[src/rtl/cond_unit_pipe.sv]
// Execute-stage condition unit with the NZCV flags register and the D->E, E->M, M->W
// control pipeline registers. Only condition-passing instructions commit side effects.
module cond_unit_pipe #(
    parameter logic [3:0] FLAGS_INIT = 4'b0000
) (
    input  logic       CLK,
    input  logic       Reset,
    input  logic       FlushE,
    input  logic [3:0] CondD,
    input  logic       PCSrcD,
    input  logic       RegWriteD,
    input  logic       MemWriteD,
    input  logic       BranchD,
    input  logic       MemtoRegD,
    input  logic [1:0] ALUControlD,
    input  logic       ALUSrcD,
    input  logic [1:0] FlagWriteD,
    input  logic       NoWriteD,
    input  logic [3:0] ALUFlags,
    output logic [1:0] ALUControlE,
    output logic       ALUSrcE,
    output logic       BranchTakenE,
    output logic       MemWriteM,
    output logic       MemtoRegM,
    output logic       RegWriteM,
    output logic       PCSrcW,
    output logic       RegWriteW,
    output logic       MemtoRegW,
    output logic [3:0] FlagsE
);

    localparam logic [3:0] CondAl = 4'b1110;

    // Execute-stage control register
    logic [3:0] cond_e_q, cond_e_d;
    logic       pcsrc_e_q, pcsrc_e_d;
    logic       regwrite_e_q, regwrite_e_d;
    logic       memwrite_e_q, memwrite_e_d;
    logic       branch_e_q, branch_e_d;
    logic       memtoreg_e_q, memtoreg_e_d;
    logic [1:0] alucontrol_e_q, alucontrol_e_d;
    logic       alusrc_e_q, alusrc_e_d;
    logic [1:0] flagwrite_e_q, flagwrite_e_d;
    logic       nowrite_e_q, nowrite_e_d;

    logic [3:0] flags_q, flags_d;

    // Memory and writeback stage registers
    logic pcsrc_m_q, regwrite_m_q, memwrite_m_q, memtoreg_m_q;
    logic pcsrc_w_q, regwrite_w_q, memtoreg_w_q;

    logic cond_ex;
    logic flag_n, flag_z, flag_c, flag_v;
    logic pcsrc_ge, regwrite_ge, memwrite_ge;

    always_comb begin
        cond_e_d       = CondAl;
        pcsrc_e_d      = 1'b0;
        regwrite_e_d   = 1'b0;
        memwrite_e_d   = 1'b0;
        branch_e_d     = 1'b0;
        memtoreg_e_d   = 1'b0;
        alucontrol_e_d = 2'b00;
        alusrc_e_d     = 1'b0;
        flagwrite_e_d  = 2'b00;
        nowrite_e_d    = 1'b0;
        if (!FlushE) begin
            cond_e_d       = CondD;
            pcsrc_e_d      = PCSrcD;
            regwrite_e_d   = RegWriteD;
            memwrite_e_d   = MemWriteD;
            branch_e_d     = BranchD;
            memtoreg_e_d   = MemtoRegD;
            alucontrol_e_d = ALUControlD;
            alusrc_e_d     = ALUSrcD;
            flagwrite_e_d  = FlagWriteD;
            nowrite_e_d    = NoWriteD;
        end
    end

    assign {flag_n, flag_z, flag_c, flag_v} = flags_q;

    always_comb begin
        cond_ex = 1'b0;
        case (cond_e_q)
            4'b0000: cond_ex = flag_z;
            4'b0001: cond_ex = ~flag_z;
            4'b0010: cond_ex = flag_c;
            4'b0011: cond_ex = ~flag_c;
            4'b0100: cond_ex = flag_n;
            4'b0101: cond_ex = ~flag_n;
            4'b0110: cond_ex = flag_v;
            4'b0111: cond_ex = ~flag_v;
            4'b1000: cond_ex = flag_c & ~flag_z;
            4'b1001: cond_ex = ~flag_c | flag_z;
            4'b1010: cond_ex = (flag_n == flag_v);
            4'b1011: cond_ex = (flag_n != flag_v);
            4'b1100: cond_ex = ~flag_z & (flag_n == flag_v);
            4'b1101: cond_ex = flag_z | (flag_n != flag_v);
            4'b1110: cond_ex = 1'b1;
            default: cond_ex = 1'b0;
        endcase
    end

    assign pcsrc_ge    = pcsrc_e_q & cond_ex;
    assign regwrite_ge = regwrite_e_q & cond_ex & ~nowrite_e_q;
    assign memwrite_ge = memwrite_e_q & cond_ex;

    // Flags are written at the end of the setter's E cycle, so the next E sees them directly.
    always_comb begin
        flags_d = flags_q;
        if (flagwrite_e_q[1] && cond_ex) flags_d[3:2] = ALUFlags[3:2];
        if (flagwrite_e_q[0] && cond_ex) flags_d[1:0] = ALUFlags[1:0];
    end

    always_ff @(posedge CLK) begin
        if (Reset) begin
            cond_e_q       <= CondAl;
            pcsrc_e_q      <= 1'b0;
            regwrite_e_q   <= 1'b0;
            memwrite_e_q   <= 1'b0;
            branch_e_q     <= 1'b0;
            memtoreg_e_q   <= 1'b0;
            alucontrol_e_q <= 2'b00;
            alusrc_e_q     <= 1'b0;
            flagwrite_e_q  <= 2'b00;
            nowrite_e_q    <= 1'b0;
            flags_q        <= FLAGS_INIT;
            pcsrc_m_q      <= 1'b0;
            regwrite_m_q   <= 1'b0;
            memwrite_m_q   <= 1'b0;
            memtoreg_m_q   <= 1'b0;
            pcsrc_w_q      <= 1'b0;
            regwrite_w_q   <= 1'b0;
            memtoreg_w_q   <= 1'b0;
        end else begin
            cond_e_q       <= cond_e_d;
            pcsrc_e_q      <= pcsrc_e_d;
            regwrite_e_q   <= regwrite_e_d;
            memwrite_e_q   <= memwrite_e_d;
            branch_e_q     <= branch_e_d;
            memtoreg_e_q   <= memtoreg_e_d;
            alucontrol_e_q <= alucontrol_e_d;
            alusrc_e_q     <= alusrc_e_d;
            flagwrite_e_q  <= flagwrite_e_d;
            nowrite_e_q    <= nowrite_e_d;
            flags_q        <= flags_d;
            pcsrc_m_q      <= pcsrc_ge;
            regwrite_m_q   <= regwrite_ge;
            memwrite_m_q   <= memwrite_ge;
            memtoreg_m_q   <= memtoreg_e_q;
            pcsrc_w_q      <= pcsrc_m_q;
            regwrite_w_q   <= regwrite_m_q;
            memtoreg_w_q   <= memtoreg_m_q;
        end
    end

    assign ALUControlE  = alucontrol_e_q;
    assign ALUSrcE      = alusrc_e_q;
    assign BranchTakenE = branch_e_q & cond_ex;
    assign MemWriteM    = memwrite_m_q;
    assign MemtoRegM    = memtoreg_m_q;
    assign RegWriteM    = regwrite_m_q;
    assign PCSrcW       = pcsrc_w_q;
    assign RegWriteW    = regwrite_w_q;
    assign MemtoRegW    = memtoreg_w_q;
    assign FlagsE       = flags_q;

endmodule

[config.mk]
export PLATFORM = sky130hd
export DESIGN_NAME = cond_unit_pipe
export DESIGN_NICKNAME = d
export VERILOG_FILES = /design/src/rtl/cond_unit_pipe.sv
export SDC_FILE = /design/constraint.sdc
export NUM_CORES = 1
export LEC_CHECK = 0
export CAP_MARGIN = 25
export CORE_MARGIN = 4
export CORE_UTILIZATION = 47
export DETAILED_ROUTE_END_ITERATION = 10
export GPL_ROUTABILITY_DRIVEN = 0
export GPL_TIMING_DRIVEN = 0
export HOLD_SLACK_MARGIN = 0.03
export PLACE_DENSITY = 0.8
export SLEW_MARGIN = 20
export SYNTH_ARGS = -nofsm -noshare
export SYNTH_HDL_FRONTEND = slang
export SYNTH_SLANG_ARGS = --single-unit
[constraint.sdc]
create_clock -name CLK -period 2.8 [get_ports CLK]
set_input_delay 0.28 -clock CLK [delete_from_list [all_inputs] [get_ports CLK]]
set_output_delay 0.28 -clock CLK [all_outputs]
set_load 0.02 [all_outputs]
==> impl_metrics.yaml, run 1 <==
sta:
  layout_min_cycle_time_ns: 2.573
  fin_hold_ws_ns: 0.2517
  finalHoldViolCount: 0
  maxSlewViolCount: 0
  finalCritPeriodShare_pct: 91.88
  max_freq_mhz: 388.7
  slew_headroom_pct: 80.46
  max_slew.worst_pin.slew_ns: 0.2885
  skew_ns: 0.007679
  grt_setup_unrepaired: "false"
  setup_violations: 0
  timing.setup.tns_ns: 0
setup_path:
  crit_top_cell: "nor2b_1"
  crit_required_ns: 2.52
  worst-path-max-fanout: 9
  r2r_setup_slack_ns: 1.00
  crit_path_max_incr_delay_ns: 0.35
  end_kind: "primary output"
  cp_cell_sequence: "buf_4 > nor2b_1 > a21oi_1 > o311ai_1 > a32oi_2 > and2_4 > nor2b_1 > dlygate4sd2_1"
  crit_arrival_ns: 2.29
  critPathKind: "flip-flop to primary output"
  cpMaxStageDelayCell: "dlygate4sd2_1"
  reg2reg_depth: 7
  setup.worst_path.start_class: "flip-flop"
clock_tree:
  htree_levels: 1
  cts_tree: "yes"
  clk_latency_ns: 0.31
  cts-root-buf: "clkbuf_4"
  cts_buffers: 3
  ctsResizeCount: 1
  cts_max_path_buffers: 2
  clkSinkCount: 26
  clkTransAtPathRegs_ns: 0.14
  hold_buffers: 0
  post_cts.repair.setup_buffers: 0
synth:
  synth_fp_nets: 120
  synth_flop_cell: "dfxtp_1"
  netlist_top_cells_area: "dfxtp_1 49%, and2_1 7.1%, mux2i_1 6.6%"
  syn_area_sq_um: 1062
  async_flop_share_pct: 0
  yosys.area.top_type: "dfxtp_1"
  yosys_warnings: 0
  synth_edf_count: 0
  yosysUniqueCellTypes: 33
  syn_area_per_cell_sq_um: 10.84
  ys_seq_elements: 26
  postSynthCellCount: 98
  yosys.area.top_type_share_pct: 49.00
  seq_area_frac_synth_pct: 49.00
floorplan:
  coreArea_sq_um: 2062
  dieArea_sq_um: 3085
  rows: 16
  dieWidth_um: 55.54
  start_util_pct: 51.52
  ios: 36
  die_y_um: 55.54
grt:
  grt_usage_pct: 13.84
  grt_first_pass_wirelength_mm: 3.470
  overflow: 0
  antenna_found_initial: 0
  grt_max_degree: 16
  grt_pass1_vias: 801
layout:
  stdcell_count: 163
  nNetsFinal: 159
  insertedDiodeCount: 0
  fin_util_pct: 72.15
  area_delta_synth_final_pct: 40.05
  drive_gt1_share_pct: 16.91
drt:
  viasPerCell: 4.840
  drcViolationCount: 0
  firstDrtPassIters: 4
  wl_mm: 2.096
  ant_nets: 0
  vias: 789
  dr.first_iter.drc_count: 12
  wl_per_cell_um: 12.86
status:
  status: "finished, final reports clean"
placement:
  numPortBuffers: 34
  hpwl_mm: 1.660
  dpl.cell_count: 159
min_path:
  worstHoldPathType: "input pin to flip-flop"
  holdPathStages: 3
pwr:
  peakVddDrop_mv: 0.3917
  p_per_area_nw_per_um2: 499.7
  p_leak_uw: 0.0005901
flow_run:
  maxCapViolCount: 0
-- logic make-up (layout without fill, tap and decap cells) --
family | count (synthesis) | count (layout) | synth area share [%]
AO/OA/AOI/OAI | 10 | 10 | 9.069
buffers and inverters | 8 | 46 | 4.357
flip-flops | 26 | 26 | 49.00
AND/OR/NAND/NOR | 45 | 45 | 29.33
multiplexers | 7 | 7 | 6.596
XOR/XNOR | 2 | 2 | 1.649
-- sequential cells by signal, summed over array words and instances, names as in the netlist --
register       cells
ALUControlE        2
ALUSrcE            1
FlagsE             4
MemWriteM          1
MemtoRegM          1
MemtoRegW          1
PCSrcW             1
RegWriteM          1
RegWriteW          1
branch_e_q         1
cond_e_q           4
flagwrite_e_q      2
memtoreg_e_q       1
memwrite_e_q       1
nowrite_e_q        1
pcsrc_e_q          1
pcsrc_m_q          1
regwrite_e_q       1
-- worst max-delay path, delay by kind of cell (launching register included) --
kind            cells  cell delay [ns]
compound gates      3             0.57
buf+inv             2             0.51
flops               1             0.34
simple gates        3             0.57
-- cell usage in the layout, fill, tap and decap left out, types with 2 or more instances in the layout --
master / synthesis / final
nand2_1: 2 / 2
clkbuf_4: 0 / 3
dfxtp_1: 26 / 26
mux2i_1: 7 / 7
nor2b_1: 7 / 7
inv_1: 3 / 3
or3_1: 3 / 3
clkdlybuf4s50_1: 0 / 33
and2_1: 12 / 12
buf_4: 2 / 2
xnor2_1: 2 / 2
nor2_1: 3 / 3
a21boi_2: 2 / 2
or2b_2: 6 / 6
nand2b_1: 3 / 3
-- report_power, final --
part / internal, uW / total [uW] / leakage, uW / switching, uW
clock: 145 / 251 / 0.0000279 / 106
sequential: 382 / 390 / 0.000212 / 7.59
combinational: 62.1 / 103 / 0.000350 / 40.8
total: 589 / 743 / 0.000590 / 154
-- layout make-up --
| type | count | area, sq um |
|---|---|---|
| buffer | 5 | 35.03 |
| clock inverter | 1 | 30.03 |
| fill | 160 | 574.3 |
| sequential | 26 | 520.5 |
| tap | 27 | 33.78 |
| clock buffer | 3 | 22.52 |
| inverter | 3 | 11.26 |
| multi-input combinational | 64 | 495.5 |
| timing repair buffer | 34 | 339.1 |
-- stage by stage --
| step | setup WS (ns) | total power (uW) | cell area [sq um] |
|---|---|---|---|
| floorplan | 0.8374 | 453.2 | 1062 |
| global placement | 0.4533 | 498.2 | 1436 |
| detailed placement | 0.3557 | 502.1 | 1436 |
| CTS | 0.2450 | 749.4 | 1488 |
| global route | 0.1092 | 772.3 | 1488 |
| finish | 0.2272 | 743.4 | 1488 |
-- final timing paths --
check,from,endpoint
max,cond_e_q[3],BranchTakenE
max reg2reg,cond_e_q[3],FlagsE[1]
min reg2reg,nowrite_e_q,RegWriteM
min,Reset,FlagsE[3]
-- layer usage --
| metal | GRT usage, % | up-vias | share of wire [%] |
|---|---|---|---|
| met3 | 3.730 | 2 | 5.4 |
| li1 | - | 401 | - |
| met1 | 15.53 | 363 | 43 |
| met5 | 0 | - | 0 |
| met2 | 25.68 | 23 | 51 |
| met4 | 3.125 | 0 | 0.57 |
-- cell usage after synthesis, types with 2 or more instances --
| library cell | instances |
|---|---|
| nand2_1 | 2 |
| or3_1 | 3 |
| nor2_1 | 3 |
| dfxtp_1 | 26 |
| mux2i_1 | 7 |
| a21boi_2 | 2 |
| nor2b_1 | 7 |
| or2b_2 | 6 |
| xnor2_1 | 2 |
| nand2b_1 | 3 |
| inv_1 | 3 |
| and2_1 | 12 |
| buf_4 | 2 |
Power figures use the tool's default switching activity.
==> run 2, diff against run 1 <==
--- a/config.mk
+++ b/config.mk
@@ -13,6 +13,7 @@
 export GPL_TIMING_DRIVEN = 0
 export HOLD_SLACK_MARGIN = 0.03
 export PLACE_DENSITY = 0.8
+export REMOVE_ABC_BUFFERS = 1
 export SLEW_MARGIN = 20
 export SYNTH_ARGS = -nofsm -noshare
 export SYNTH_HDL_FRONTEND = slang
==> impl_metrics.yaml, run 2 (same netlist as run 1, synthesis figures left out) <==
setup_path:
  cp_cell_sequence: "nor2b_1 > a21oi_1 > o311ai_1 > a32oi_2 > and2_4 > nor2b_1 > dlymetal6s2s_1"
  end_kind: "primary output"
  crit_path_max_incr_delay_ns: 0.45
  worst-path-max-fanout: 9
  crit_buf_inv: 1
  crit_required_ns: 2.52
  crit_top_cell: "nor2b_1"
  cpMaxStageDelayCell: "dfxtp_2"
  crit_arrival_ns: 2.08
  cp_top_family: "compound AO/OA/AOI/OAI gates"
  setup.worst_path.start_class: "flip-flop"
  critPathKind: "flip-flop to primary output"
placement:
  numPortBuffers: 35
  place_ws_ns: 0.3163
  hpwl_mm: 1.500
grt:
  grt_first_pass_wirelength_mm: 3.243
  overflow: 0
  grt_pass1_vias: 736
  use_met3_pct: 4.429
  grt_max_degree: 20
  antenna_found_initial: 0
  gr-max-usage-layer: "met2"
  globalRouteMet1Util_pct: 13.96
  grt_usage_pct: 12.97
  globalRouteMet2Util_pct: 23.48
layout:
  drive_gt1_share_pct: 15.15
  insertedDiodeCount: 0
  area_delta_synth_final_pct: 38.16
  nNetsFinal: 155
  mostFrequentLayoutCell: "clkdlybuf4s50_1"
  fillCellCount: 158
  fin_util_pct: 71.18
  mostFrequentLayoutCells: "34 x clkdlybuf4s50_1, 25 x dfxtp_1, 12 x and2_1"
floorplan:
  rows: 16
  coreArea_sq_um: 2062
  start_util_pct: 51.52
  ios: 36
  die_y_um: 55.54
  dieArea_sq_um: 3085
  dieWidth_um: 55.54
clock_tree:
  htree_levels: 1
  cts_max_path_buffers: 2
  clkSinkCount: 26
  cts_tree: "yes"
  hold_buffers: 0
  cts-root-buf: "clkbuf_4"
  clk_latency_ns: 0.32
  clkTransAtPathRegs_ns: 0.14
  post_cts.repair.setup_buffers: 0
  cts_buffers: 3
  ctsResizeCount: 1
pwr:
  p_leak_uw: 0.0005867
  peakVddDrop_mv: 0.3524
  p_per_area_nw_per_um2: 506.1
drt:
  wl_per_cell_um: 12.30
  vias: 774
  dr.first_iter.drc_count: 5
  viasPerCell: 4.868
  firstDrtPassIters: 4
  wl_mm: 1.956
  drcViolationCount: 0
  ant_nets: 0
sta:
  max_freq_mhz: 423.3
  slew_headroom_pct: 59.59
  timing.setup.tns_ns: 0
  skew_ns: 0.008906
  layout_min_cycle_time_ns: 2.362
  maxSlewViolCount: 0
  finalHoldViolCount: 0
  max_slew.worst_pin.slew_ns: 0.6042
  setup_violations: 0
  finalCritPeriodShare_pct: 84.37
  grt_setup_unrepaired: "false"
  worst_slack_ns: 0.4376
flow_run:
  maxCapViolCount: 0
min_path:
  worstHoldPathType: "flip-flop to flip-flop"
status:
  status: "finished, final reports clean"
[run 2: cell types whose count changed in the layout (fill, tap and decap cells not counted), sizes merged]
cell,change
buf,-4
dlygate4sd2,-1
clkdlybuf4s50,+1
dlymetal6s2s,+1
clkbuf,-1
[run 2: power by group]
group	internal [uW]	switching [uW]	leakage, uW
clock network	145	108	0.0000279
logic	60.0	37.7	0.000347
registers	383	9.70	0.000212
total	587	155	0.000587
[run 2: worst paths after layout]
kind	start	end	slack, ns	cells past startpoint
worst max-delay path	cond_e_q[3]	BranchTakenE	0.44	7
worst max register to register	cond_e_q[3]	FlagsE[2]	1.09	6
worst min register to register	nowrite_e_q	RegWriteM	0.42	1
worst min-delay path	nowrite_e_q	RegWriteM	0.42	1
[run 2: metrics by stage]
stage / power [uW] / hold WS [ns] / area (sq um) / instances
2_1_floorplan: 446.8 / 0.3495 / 1027 / 93
3_3_place_gp: 495.5 / 0.3957 / 1411 / 155
3_5_place_dp: 498.9 / 0.4044 / 1411 / 155
4_1_cts: 750.5 / 0.4241 / 1465 / 159
5_1_grt: 771.5 / 0.4362 / 1468 / 159
6_report: 742.8 / 0.4175 / 1468 / 159
[run 2: layout make-up]
type                    instances  area [sq um]  area share [%]
repair buffers                 35         352.8           24.04
flip-flops and latches         26         521.8           35.55
multi-input cells              64         495.5           33.76
inverters                       3         11.26          0.7673
clock buffers                   3         22.52           1.535
clock inverters                 1         30.03           2.046
well taps                      27         33.78           2.302
[run 2: metal layers]
layer | share of wire (%) | up-vias
met3 | 8.2 | 4
li1 | - | 394
met4 | 1.4 | 0
met5 | 0 | -
met1 | 41 | 351
met2 | 50 | 25
[run 2: worst register-to-register path: stages, from the launching register on]
cell and delay, ns:
dfxtp_2 0.45, nor2b_1 0.20, a21oi_1 0.11, o311ai_1 0.31
a32oi_2 0.14, a21boi_2 0.25, mux2i_1 0.20
==> patch 1: new RTL, settings of run 2 <==
Make the reset (`Reset`) asynchronous in one clocked block.
--- a/src/rtl/cond_unit_pipe.sv
+++ b/src/rtl/cond_unit_pipe.sv
@@ -115,3 +115,3 @@
 
-    always_ff @(posedge CLK) begin
+    always_ff @(posedge CLK or posedge Reset) begin
         if (Reset) begin
Formal check against the unedited RTL: differs if Reset is asserted again (counterexample within 4 cycles, from zero or initial values and one cycle with Reset high); with Reset held inactive, the same outputs for 10 cycles.
==> patch 1 against run 2 <==
Cell count shrank 7.5%. Sequential cell count did not move. Routed wire length down 2.7%. Area after synthesis rose by 1.2%. Cell area is 2.6% higher. Synthesized cell count decreased by 14%. Setup slack got worse by 0.23 ns.
Power is not compared: it rests on default switching activity, and its combinational part moved more than twofold at a synthesized area within 25%.
==> patch 1: results (changes against run 2) <==
status=finished, final reports clean (unchanged); flop-to-flop setup slack=0.74 ns (was 1.09 ns); htree depth=1 (unchanged); initial antenna violation count=0 (unchanged); Ant. Diodes=0 (unchanged); R2R depth=5 (was 6); post-CTS setup buffer count=0 (unchanged); vias in the first global route=696 (was 736); first-pass GRT wire length=3.08 mm (was 3.24 mm); Worst-path clk slew=0.14 ns (about the same); worst clock skew=0.0102 ns (was 0.00891 ns); Num CTS Buffers=3 (unchanged); layout cells sized above 1=0.160 (was 0.152); Skew-Pair Late Insertion Delay=0.32 ns (about the same); largest cells by area after synthesis=dfrtp_1 54%, nor2b_1 8.7%, dfstp_2 7.3% (was dfxtp_1 49%, and2_1 7.1%, mux2i_1 6.6%); DRT iter0 DRCs=5 (unchanged); Hold WS=0.186 ns (was 0.418 ns); Least-Margin Pin Slew=0.461 ns (was 0.604 ns); Port Buffers=35 (unchanged); Peak supply drop=642 uV; final wirelength=1.90 mm (was 1.96 mm); DP Cell Count=142 (was 155); crit path max fanout=7 (was 9); CTS Root Cell=clkbuf_4 (unchanged); DRT Pass-1 Iters=4 (unchanged); Post-Synthesis Cells=84 (was 98); yosys warns=0 (unchanged); Post-synth top cells=23 x dfrtp_1, 15 x nor2b_1, 4 x mux2_2 (was 26 x dfxtp_1, 12 x and2_1, 7 x mux2i_1, 7 x nor2b_1, 6 x or2b_2); post-cts repair resize count=1 (unchanged); CP Capture Point=BranchTakenE (unchanged); post-synthesis cell type count=32 (was 33); Critical R2R Launch=cond_e_q[1]$_DFF_PP1_ (was cond_e_q[3]$_SDFF_PP1_); via/cell ratio=4.91 (was 4.87); number of flops mapped to enable cells by yosys=0 (unchanged); register area share after synthesis=0.609 (was 0.490); total track usage=0.123 (was 0.130); largest net degree at the start of global routing=27 (was 20); share of flip-flops with an asynchronous set or reset=1.00 (was 0); Pleak=0.653 nW; Worst Hold Class=input port to asynchronous set/reset pin (was flop to flop); fillers=156 (was 158); maximum clock path buffer count=2 (unchanged); detailed placer's ending HPWL=1.40 mm (was 1.50 mm); Routed WL per cell=12.9 um (was 12.3 um); RR Endpoint=FlagsE[1]$_DFFE_PP0P_ (was FlagsE[2]$_SDFFE_PP0P_); CP startpoint=cond_e_q[1]$_DFF_PP1_ (was cond_e_q[3]$_SDFF_PP1_)
## patch 1: changes by cell type after synthesis, sizes merged, moves of 4 or more
cell | before | now
dfxtp | 26 | 0
dfrtp | 0 | 23
and2 | 13 | 0
mux2 | 0 | 4
or2b | 6 | 0
mux2i | 7 | 3
nor2b | 7 | 15
## patch 1: worst max-delay path, cell delays in order, from the launching register on
cell and delay (ns):
dfstp_2 0.63, and4bb_2 0.24, a31oi_1 0.17, a21oi_1 0.13, nor3_1 0.42, nor2b_1 0.09
dlygate4sd2_1 0.34
## patch 1: logic make-up after synthesis
| kind of cell | synth area share |
|---|---|
| XOR/XNOR | 0.0163 |
| AND/OR/NAND/NOR | 0.190 |
| buffers and inverters | 0.0372 |
| AO/OA/AOI/OAI | 0.0780 |
| multiplexers | 0.0698 |
| flip-flops | 0.609 |
## patch 1: power breakdown
| part | switching (mW) | total, mW | internal, mW |
|---|---|---|---|
| logic | 0.142 | 0.324 | 0.182 |
| clock network | 0.104 | 0.248 | 0.145 |
| registers | 0.0619 | 0.489 | 0.427 |
## patch 1: metrics by stage
stage | util | area [um^2] | setup WS, ns
2_1_floorplan | - | 1040 | 0.882
3_3_place_gp | 0.652 | 1430 | 0.339
3_5_place_dp | 0.652 | 1430 | 0.322
4_1_cts | 0.675 | 1480 | 0.213
5_1_grt | 0.688 | 1510 | 0.0565
6_report | 0.688 | 1510 | 0.206
## patch 1: final cells by class
type / count / area share
clock buffers: 3 / 0.0150
clock inverters: 1 / 0.0199
inverters: 2 / 0.00498
multi-input cells: 51 / 0.252
flip-flops and latches: 26 / 0.434
well taps: 28 / 0.0233
repair buffers: 36 / 0.250
## patch 1: routing by layer
metal  share of wire  GRT usage
met4          0.0068     0.0305
met2            0.45      0.208
met1            0.44      0.144
met5               0          0
met3            0.10     0.0510
==> patch 2: new RTL, settings of run 2 <==
Without the edit above. Put one more register stage on the output `RegWriteW`, with the module's reset. The value now appears one clock later. The other outputs are not delayed to match.
--- a/src/rtl/cond_unit_pipe.sv
+++ b/src/rtl/cond_unit_pipe.sv
@@ -164,3 +164,9 @@
     assign PCSrcW       = pcsrc_w_q;
-    assign RegWriteW    = regwrite_w_q;
+    always_ff @(posedge CLK) begin
+        if (Reset) begin
+            RegWriteW <= '0;
+        end else begin
+            RegWriteW <= regwrite_w_q;
+        end
+    end
     assign MemtoRegW    = memtoreg_w_q;
Check against the original RTL: not equivalent (a bounded check fails within 4 cycles, from zero or initial values and one cycle with Reset high).
==> patch 2 against run 2 <==
Non-clock buffer count did not move. Die area grew 2.1%. Area after synthesis is 2.5% higher. Sequential cell count increased by 1. Setup slack worse by 0.29 ns. Cell area down 0.43%. Total power down 9.4%. Routed wire length is 3.4% higher.
==> patch 2: results (changes against run 2) <==
register area share after synthesis=0.497 (was 0.490); worst clock skew=0.00688 ns (was 0.00891 ns); crit-path leading delay family=simple AND/OR/NAND/NOR gates (was compound AO/OA/AOI/OAI gates); first-pass GRT wire length=3.38 mm (was 3.24 mm); CP max-delay cell=or4b_4 (was dfxtp_2); vias in the first global route=809 (was 736); clk pwr=169 uW (was 253 uW); Placed Area=1430 um^2 (was 1410 um^2); M1 GR Usage=0.152 (was 0.140); met3 usage=0.0418 (was 0.0443); critical path arrival=2.37 ns (was 2.08 ns); post-synthesis cell type count=30 (was 33); DRT iter0 DRCs=1 (was 5); largest cells by area after synthesis=dfxtp_1 50%, and2_1 6.9%, nand2b_1 5.7% (was dfxtp_1 49%, and2_1 7.1%, mux2i_1 6.6%); R2R depth=5 (was 6); CP max stage delay=0.49 ns (was 0.45 ns); Hold WS=0.420 ns (was 0.418 ns); flop-to-flop setup slack=0.91 ns (was 1.09 ns); syn avg cell area=10.9 um^2 (was 10.8 um^2); Fmax achieved=0.377 GHz (was 0.423 GHz); total track usage=0.136 (was 0.130); Peak supply drop=369 uV (was 352 uV); largest net degree at the start of global routing=21 (was 20); initial antenna violation count=0 (unchanged); Vias=800 (was 774); Logic pwr share=0.141 (was 0.131); status=finished, final reports clean (unchanged); met2 WL=961 um (was 972 um); RR Endpoint=RegWriteM$_SDFF_PP0_ (was FlagsE[2]$_SDFFE_PP0P_); PwrDens=460 nW/um^2 (was 506 nW/um^2); met2 Use GR=0.235 (about the same); layout cells sized above 1=0.0909 (was 0.152); met3 routed WL=158 um (was 160 um); Post-synth top cells=27 x dfxtp_1, 12 x and2_1, 10 x nand2b_1, 6 x mux2i_1, 6 x nor2b_1 (was 26 x dfxtp_1, 12 x and2_1, 7 x mux2i_1, 7 x nor2b_1, 6 x or2b_2); via/cell ratio=5.00 (was 4.87); DRT Pass-1 Iters=4 (unchanged); Least-Margin Pin Slew=0.605 ns (was 0.604 ns); crit path max fanout=10 (was 9); Routed WL per cell=12.6 um (was 12.3 um)
## patch 2: what timing repair did
action,CTS,global route
gates resized for setup,1,0
endpoints found under the setup margin,1,0
buffers inserted,0,0
## patch 2: layout make-up
class / count / area, um^2
Clock buffer: 3 / 22.5
Clock inverter: 1 / 7.51
Fill cell: 190 / 751
Inverter: 1 / 3.75
Multi-Input combinational cell: 65 / 503
Sequential cell: 27 / 541
Tap cell: 28 / 35.0
Timing Repair Buffer: 35 / 349
## patch 2: worst reg2reg max path: stages (launching register included)
cell	delay, ns
dfxtp_1	0.42
and2_4	0.19
or4b_4	0.49
a311oi_4	0.33
nor3_2	0.15
nor4b_2	0.24
## patch 2: cells by family (layout without fill, tap and decap cells)
logic type / after synthesis / count (layout) / share of synthesized area
and+or+nand+nor: 48 / 48 / 0.300
DFF: 27 / 27 / 0.497
AOI/OAI and AO/OA: 9 / 9 / 0.0908
buffers and inverters: 8 / 40 / 0.0414
muxes: 6 / 6 / 0.0552
xor gates and xnor gates: 2 / 2 / 0.0161
